### src/rtl/fc_layer_scheduler.sv
// In-order launcher for the fully-connected layer engines: steps through the layers,
// steers the ping-pong activation banks, guards each layer with a watchdog and counts cycles.
module fc_layer_scheduler #(
    parameter int NUM_LAYERS = 4,
    parameter int TIMEOUT    = 65536,
    parameter int CNT_W      = 32
) (
    input  logic                  Clk,
    input  logic                  Reset,
    input  logic                  start,
    input  logic                  abort,
    input  logic [NUM_LAYERS-1:0] layer_ready,
    output logic [NUM_LAYERS-1:0] layer_start,
    output logic [2:0]            layer_idx,
    output logic                  src_sel,
    output logic                  dst_sel,
    output logic                  busy,
    output logic                  done,
    output logic                  error,
    output logic [2:0]            err_layer,
    output logic [CNT_W-1:0]      total_cycles
);

    localparam int              WD_W   = $clog2(TIMEOUT);
    localparam logic [2:0]      LAST   = 3'(NUM_LAYERS - 1);
    localparam logic [WD_W-1:0] WD_MAX = WD_W'(TIMEOUT - 1);

    typedef enum logic [2:0] {
        S_IDLE, S_LAUNCH, S_WAIT, S_NEXT, S_DONE, S_ERROR
    } state_t;

    state_t                state;
    logic [WD_W-1:0]       watchdog;
    logic [NUM_LAYERS-1:0] sel;
    logic                  ready_act;

    // One-hot select of the active layer; only its ready bit is ever looked at.
    generate
        for (genvar i = 0; i < NUM_LAYERS; i++) begin : g_sel
            assign sel[i] = (layer_idx == 3'(i));
        end
    endgenerate

    assign ready_act   = |(layer_ready & sel);
    assign layer_start = (state == S_LAUNCH) ? sel : '0;
    assign busy        = (state == S_LAUNCH) || (state == S_WAIT) || (state == S_NEXT);
    assign done        = (state == S_DONE);
    assign src_sel     = layer_idx[0];
    assign dst_sel     = ~layer_idx[0];

    always_ff @(posedge Clk) begin
        if (!Reset) begin
            state        <= S_IDLE;
            layer_idx    <= '0;
            watchdog     <= '0;
            total_cycles <= '0;
            error        <= 1'b0;
            err_layer    <= '0;
        end else begin
            if (busy && (total_cycles != '1))
                total_cycles <= total_cycles + CNT_W'(1);

            case (state)
                S_IDLE: begin
                    if (start) begin
                        state        <= S_LAUNCH;
                        layer_idx    <= '0;
                        total_cycles <= '0;
                    end
                end
                S_LAUNCH: begin
                    watchdog <= '0;
                    state    <= S_WAIT;
                end
                S_WAIT: begin
                    watchdog <= watchdog + WD_W'(1);
                    // Completion beats abort, abort beats the watchdog.
                    if (ready_act) begin
                        state <= S_NEXT;
                    end else if (abort) begin
                        state <= S_IDLE;
                    end else if (watchdog == WD_MAX) begin
                        state     <= S_ERROR;
                        error     <= 1'b1;
                        err_layer <= layer_idx;
                    end
                end
                S_NEXT: begin
                    if (layer_idx == LAST) begin
                        state <= S_DONE;
                    end else begin
                        layer_idx <= layer_idx + 3'd1;
                        state     <= S_LAUNCH;
                    end
                end
                S_DONE: begin
                    state <= S_IDLE;
                end
                S_ERROR: begin
                    if (start) begin
                        error        <= 1'b0;
                        err_layer    <= '0;
                        state        <= S_LAUNCH;
                        layer_idx    <= '0;
                        total_cycles <= '0;
                    end
                end
                default: state <= S_IDLE;
            endcase
        end
    end

endmodule

### config.mk
export PLATFORM = sky130hd
export DESIGN_NAME = fc_layer_scheduler
export DESIGN_NICKNAME = d
export VERILOG_FILES = /design/src/rtl/fc_layer_scheduler.sv
export SDC_FILE = /design/constraint.sdc
export NUM_CORES = 1
export LEC_CHECK = 0
export BUFFER_PORTS_ARGS = -buffer_cell sky130_fd_sc_hd__buf_2
export CORE_MARGIN = 5
export CORE_UTILIZATION = 44
export CTS_CLUSTER_DIAMETER = 40
export DETAILED_ROUTE_END_ITERATION = 10
export PLACE_DENSITY = 0.76
export SYNTH_ARGS = -nofsm -noshare
export SYNTH_HDL_FRONTEND = slang
export SYNTH_SLANG_ARGS = --single-unit
### constraint.sdc
create_clock -name Clk -period 4.44 [get_ports Clk]
set_input_delay 0.888 -clock Clk [delete_from_list [all_inputs] [get_ports Clk]]
set_output_delay 0.888 -clock Clk [all_outputs]
set_load 0.01 [all_outputs]
## After elaboration in Yosys (flattened, before gate mapping)

Cells that the tools add are included.

- Logic and storage cells: 64
- Memories kept: 0
- Bits in latches: 0
- Memory bits (read-only): 0
- Memory bits (writable): 0
- Output and inout port bits: 47
- Register bits: 58
- Input bits: 8

- Multipliers: 0
- Multiplexer cells: 23
- Bitwise gates (word level): 2
- $add $sub $neg: 3
- Eq/ne operators: 17
- Shift-type cells: 0
- Magnitude comparators: 0
- Reduce and logical (&&, ||, !) cells: 13
- Div/mod/pow operators: 0

Operators with widths:

| kind | number |
|---|---|
| 32-bit two-way mux | 3 |
| 32-bit by 1-bit adder with 32-bit output, second input constant | 1 |
| 32-bit inequality test, second input constant | 1 |
| 16-bit case mux with 2 select lines | 1 |
| 3-bit two-way mux | 10 |
| 16-bit by 1-bit adder with 16-bit output, second input constant | 1 |
| 16-bit == test, second input constant | 1 |
| 3-bit by 2-bit == test with 1-bit output, second input constant | 4 |
| 3-bit case mux with 2 select lines | 2 |
| 3-bit case mux with 4 select lines | 1 |
| 2-bit inequality test, second input constant | 4 |
| 3-bit by 1-bit == test with 1-bit output, second input constant | 2 |
| 3-bit == test, second input constant | 2 |
| 3-bit logical NOT | 2 |
| 2-bit nonzero test | 3 |
| 5-bit AND reduction | 1 |
| 4-bit AND | 1 |
| 1-bit two-way mux | 4 |
| 4-bit two-way mux | 1 |
| 2-bit by 1-bit inequality test with 1-bit output, second input constant | 2 |
| 4-bit by 3-bit inequality test with 1-bit output, second input constant | 1 |
| 4-bit OR reduction | 1 |
| 3-bit by 1-bit adder with 3-bit output, second input constant | 1 |
| 3-bit AND reduction | 1 |
| other kinds (6) | 7 |

## Logic depth before layout (Yosys ltp)

- Depth after elaboration: 7
- Mapped depth: 8
- Gate-level depth less buffers: 7

## Least setup slack after synthesis

Ideal clock, no wire load.

- Path type: register to output
- Start: register state[1]
- End: output port layer_start[0]
- Setup slack: 2.020 ns
- Cell stages (with the launch flop): 5
- Buffers on the path: 2
- Arrival time: 1.532 ns
- Data required time: 3.552 ns
- Cell sequence: dfxtp_1 -> clkbuf_1 -> or3b_2 -> clkbuf_1 -> nor3b_1

- Cells in the longest elaborated chain, start to end: 2

RTL lines:

| item | line | source |
|---|---|---|
| start, declared | 32 | `state_t state;` |
| start signal, assigned | 53 | `state <= S_IDLE;` |
| start signal, assigned | 66 | `state <= S_LAUNCH;` |
| start signal, assigned | 73 | `state <= S_WAIT;` |
| 3-bit by 1-bit == test with 1-bit output | 45 | `assign layer_start = (state == S_LAUNCH) ? sel : '0;` |
| 4-bit two-way mux | 45 |  |
| end, declared | 13 | `output logic [NUM_LAYERS-1:0] layer_start,` |

Every way passes these cells.

## Worst setup path in the final report

- Start: register state[0]
- End: output port layer_start[1]

The elaborated chain is that of the path after synthesis.

==> impl_metrics.toml <==
[pwr]
power.total_mw = 1.007
ir_drop_mv = 0.1311
powerDensity_mw_per_mm2 = 279.5
power_leakage_nw = 1.399

[cts]
insertion_delay_ps = 320
cts.clk_slew.worst_paths_ps = 60
root_buffer = "clkbuf_8"
cts_hold_buf = 0
numCtsBuffers = 9
cts-htree-levels = 3
cts_tree = "built"
postCtsSetupRepairBufs = 0
cts.sinks = 58
cts_resized = 0
clk_path_buf_depth = 2

[final_layout]
antenna_cells = 0
layout_commonest_cell = "dfxtp_1"
layout_common_cells = "58 x dfxtp_1, 54 x buf_2, 46 x nand2_1"
area_growth_pct = 14.56
final_core_util_pct = 52.44
drive_above_1_share_pct = 19.68
fin_nets = 443

[detailed_routing]
drt_iter0_drc = 138
ant_nets = 0
drt-wirelength-per-cell_um = 13.91
drc_errors = 0
postRouteWirelength_mm = 7.342
vias_per_cell = 5.667
vias = 2992
drt_first_pass_iters = 4

[sta]
fin_tns_setup_ps = 0
maxSlewViolCount = 0
fmax_mhz = 354.6
hold_viol_final = 0
fin_crit_ps = 2820
tightest_slew_ps = 1036
finClkSkew_ps = 6.599
fin_crit_sh_pct = 63.51
setup_violations = 0
maxSlewHeadroom_pct = 30.95
rsz0062_at_grt = "false"

[setup_path]
max_stage_delay_ps = 640
critPathTopFamily = "simple AND/OR/NAND/NOR gates"
rr_startpoint = "state[1]"
cp_slowest_cell = "or3b_2"
critical_path_required_ps = 3550
setup.worst_path.class = "flip-flop to output port"
rr_worst_depth = 5
worst_setup_path_end_kind = "output port"
startpoint_type = "flip-flop"
cp_max_fo = 14
cp.arrival_ps = 1930
r2r_slack_ps = 2170
r2r_end = "watchdog[10]"
cp.buffers_inverters = 1
crit_chain = "or3b_2, nor3b_1, buf_2"

[synthesis]
synth_edf_count = 0
ys_seq_elements = 58
synth_top_area_cell = "dfxtp_1"
netlist_area_sq_mm = 0.003144
syn_nets = 396
synth_area_leaders = "dfxtp_1 37%, nand2_1 5.5%, a21oi_1 4.1%"
synthCells = 381
ys_types = 56
synth_top_cell_area_share_pct = 36.93
syn_area_per_cell_sq_um = 8.253
ys_seq_area_share_pct = 36.93
synth-main-ff-cell = "dfxtp_1"
synthArstFlopShare_pct = 0
yosysWarnings = 0

[global_route]
grt_use_total_pct = 16.98
antenna_found_initial = 0
grt_pass1_vias = 2777
grt_first_pass_wirelength_mm = 12.36
grt_overflow_total = 0
grt_max_degree = 30

[placement]
portBuffers = 54
gp_congestion = 0.8018
hpwl_mm = 5.250

[status]
run_status = "complete, no violations"

[flow_run]
cap_violations = 0

[die]
core_area_sq_mm = 0.006869
initial_core_util_pct = 45.77
design.die.area_sq_mm = 0.008937
die_h_um = 94.54
die_x_um = 94.54
row_count = 30
io_pins = 55

[hold_path]
hold_start = "err_layer[1]"
hold_depth = 2
hp-class = "flip-flop to flip-flop"
min_to = "err_layer[1]"
-- logic make-up after synthesis --
logic type | after synthesis | synth area share, %
muxes | 6 | 1.910
AOI/OAI and AO/OA | 96 | 19.62
DFF | 58 | 36.93
and+or+nand+nor | 184 | 33.59
buffers and inverters | 25 | 3.780
xor gates and xnor gates | 5 | 1.393
adders and majority gates | 7 | 2.785
-- worst min-delay path: stages (launching register included) --
cell,delay [ps]
dfxtp_1,310
nand2_1,50
o21ai_0,60
-- Yosys cell counts (3+ instances only) --
cell type	count
a21oi_1	26
or3_1	17
o21ai_0	25
ha_1	7
dfxtp_1	58
a31oi_1	3
buf_4	4
nand3_1	16
and2_1	10
inv_1	6
nor3_1	3
mux2i_1	6
nor2_1	17
xor2_1	4
nor3b_1	7
nor4_1	7
o21a_1	9
o211ai_1	10
a21boi_0	4
nand2_1	46
o31ai_1	3
o31a_1	4
nor2b_1	9
and4_1	4
clkbuf_1	12
or4_1	8
nand4_1	13
and3_1	9
-- routing by layer --
layer	vias to the layer above	track usage (%)	share of wire [%]
met5	-	0	0
met1	1380	22.56	49
li1	1509	-	-
met2	89	26.18	43
met3	14	3.825	6.0
met4	0	7.813	1.9
-- registers in the layout, summed over array words and instances, names as in the netlist --
name,flops
state,3
layer_idx,3
watchdog,16
total_cycles,32
error,1
err_layer,3
-- layout make-up --
type | count | area, sq um
fillers | 658 | 3267
multi-input cells | 298 | 1869
flip-flops and latches | 58 | 1161
repair buffers | 55 | 277.8
clock buffers | 11 | 131.4
well taps | 96 | 120.1
inverters | 6 | 22.52
clock inverters | 4 | 20.02
-- through the flow --
| step | std cells | hold WS [ps] | area (sq um) | worst slack (ps) |
|---|---|---|---|---|
| 6_report | 528 | 468.3 | 3602 | 1620 |
| 4_1_cts | 528 | 463.7 | 3602 | 1613 |
| 5_1_grt | 528 | 492.1 | 3602 | 1452 |
| 3_3_place_gp | 513 | 446.4 | 3451 | 2010 |
| 2_1_floorplan | 381 | 464.0 | 3144 | 2020 |
| 3_5_place_dp | 513 | 457.2 | 3451 | 1966 |
-- power by group --
| part | internal [mW] | switching (mW) | leakage, nW |
|---|---|---|---|
| Combinational | 0.0278 | 0.0550 | 0.849 |
| Clock | 0.196 | 0.196 | 0.0827 |
| Sequential | 0.524 | 0.00853 | 0.468 |
| Total | 0.748 | 0.259 | 1.40 |
-- worst max path at each step --
stage | startpoint | to | cells after the start
after floorplan | state[1] | layer_start[0] | 4
after global placement | state[0] | layer_start[1] | 3
after detailed placement | state[0] | layer_start[1] | 3
after CTS | state[0] | layer_start[1] | 3
after global routing | state[0] | layer_start[2] | 3
final | state[0] | layer_start[1] | 3
(Power assumes the default switching activity.)
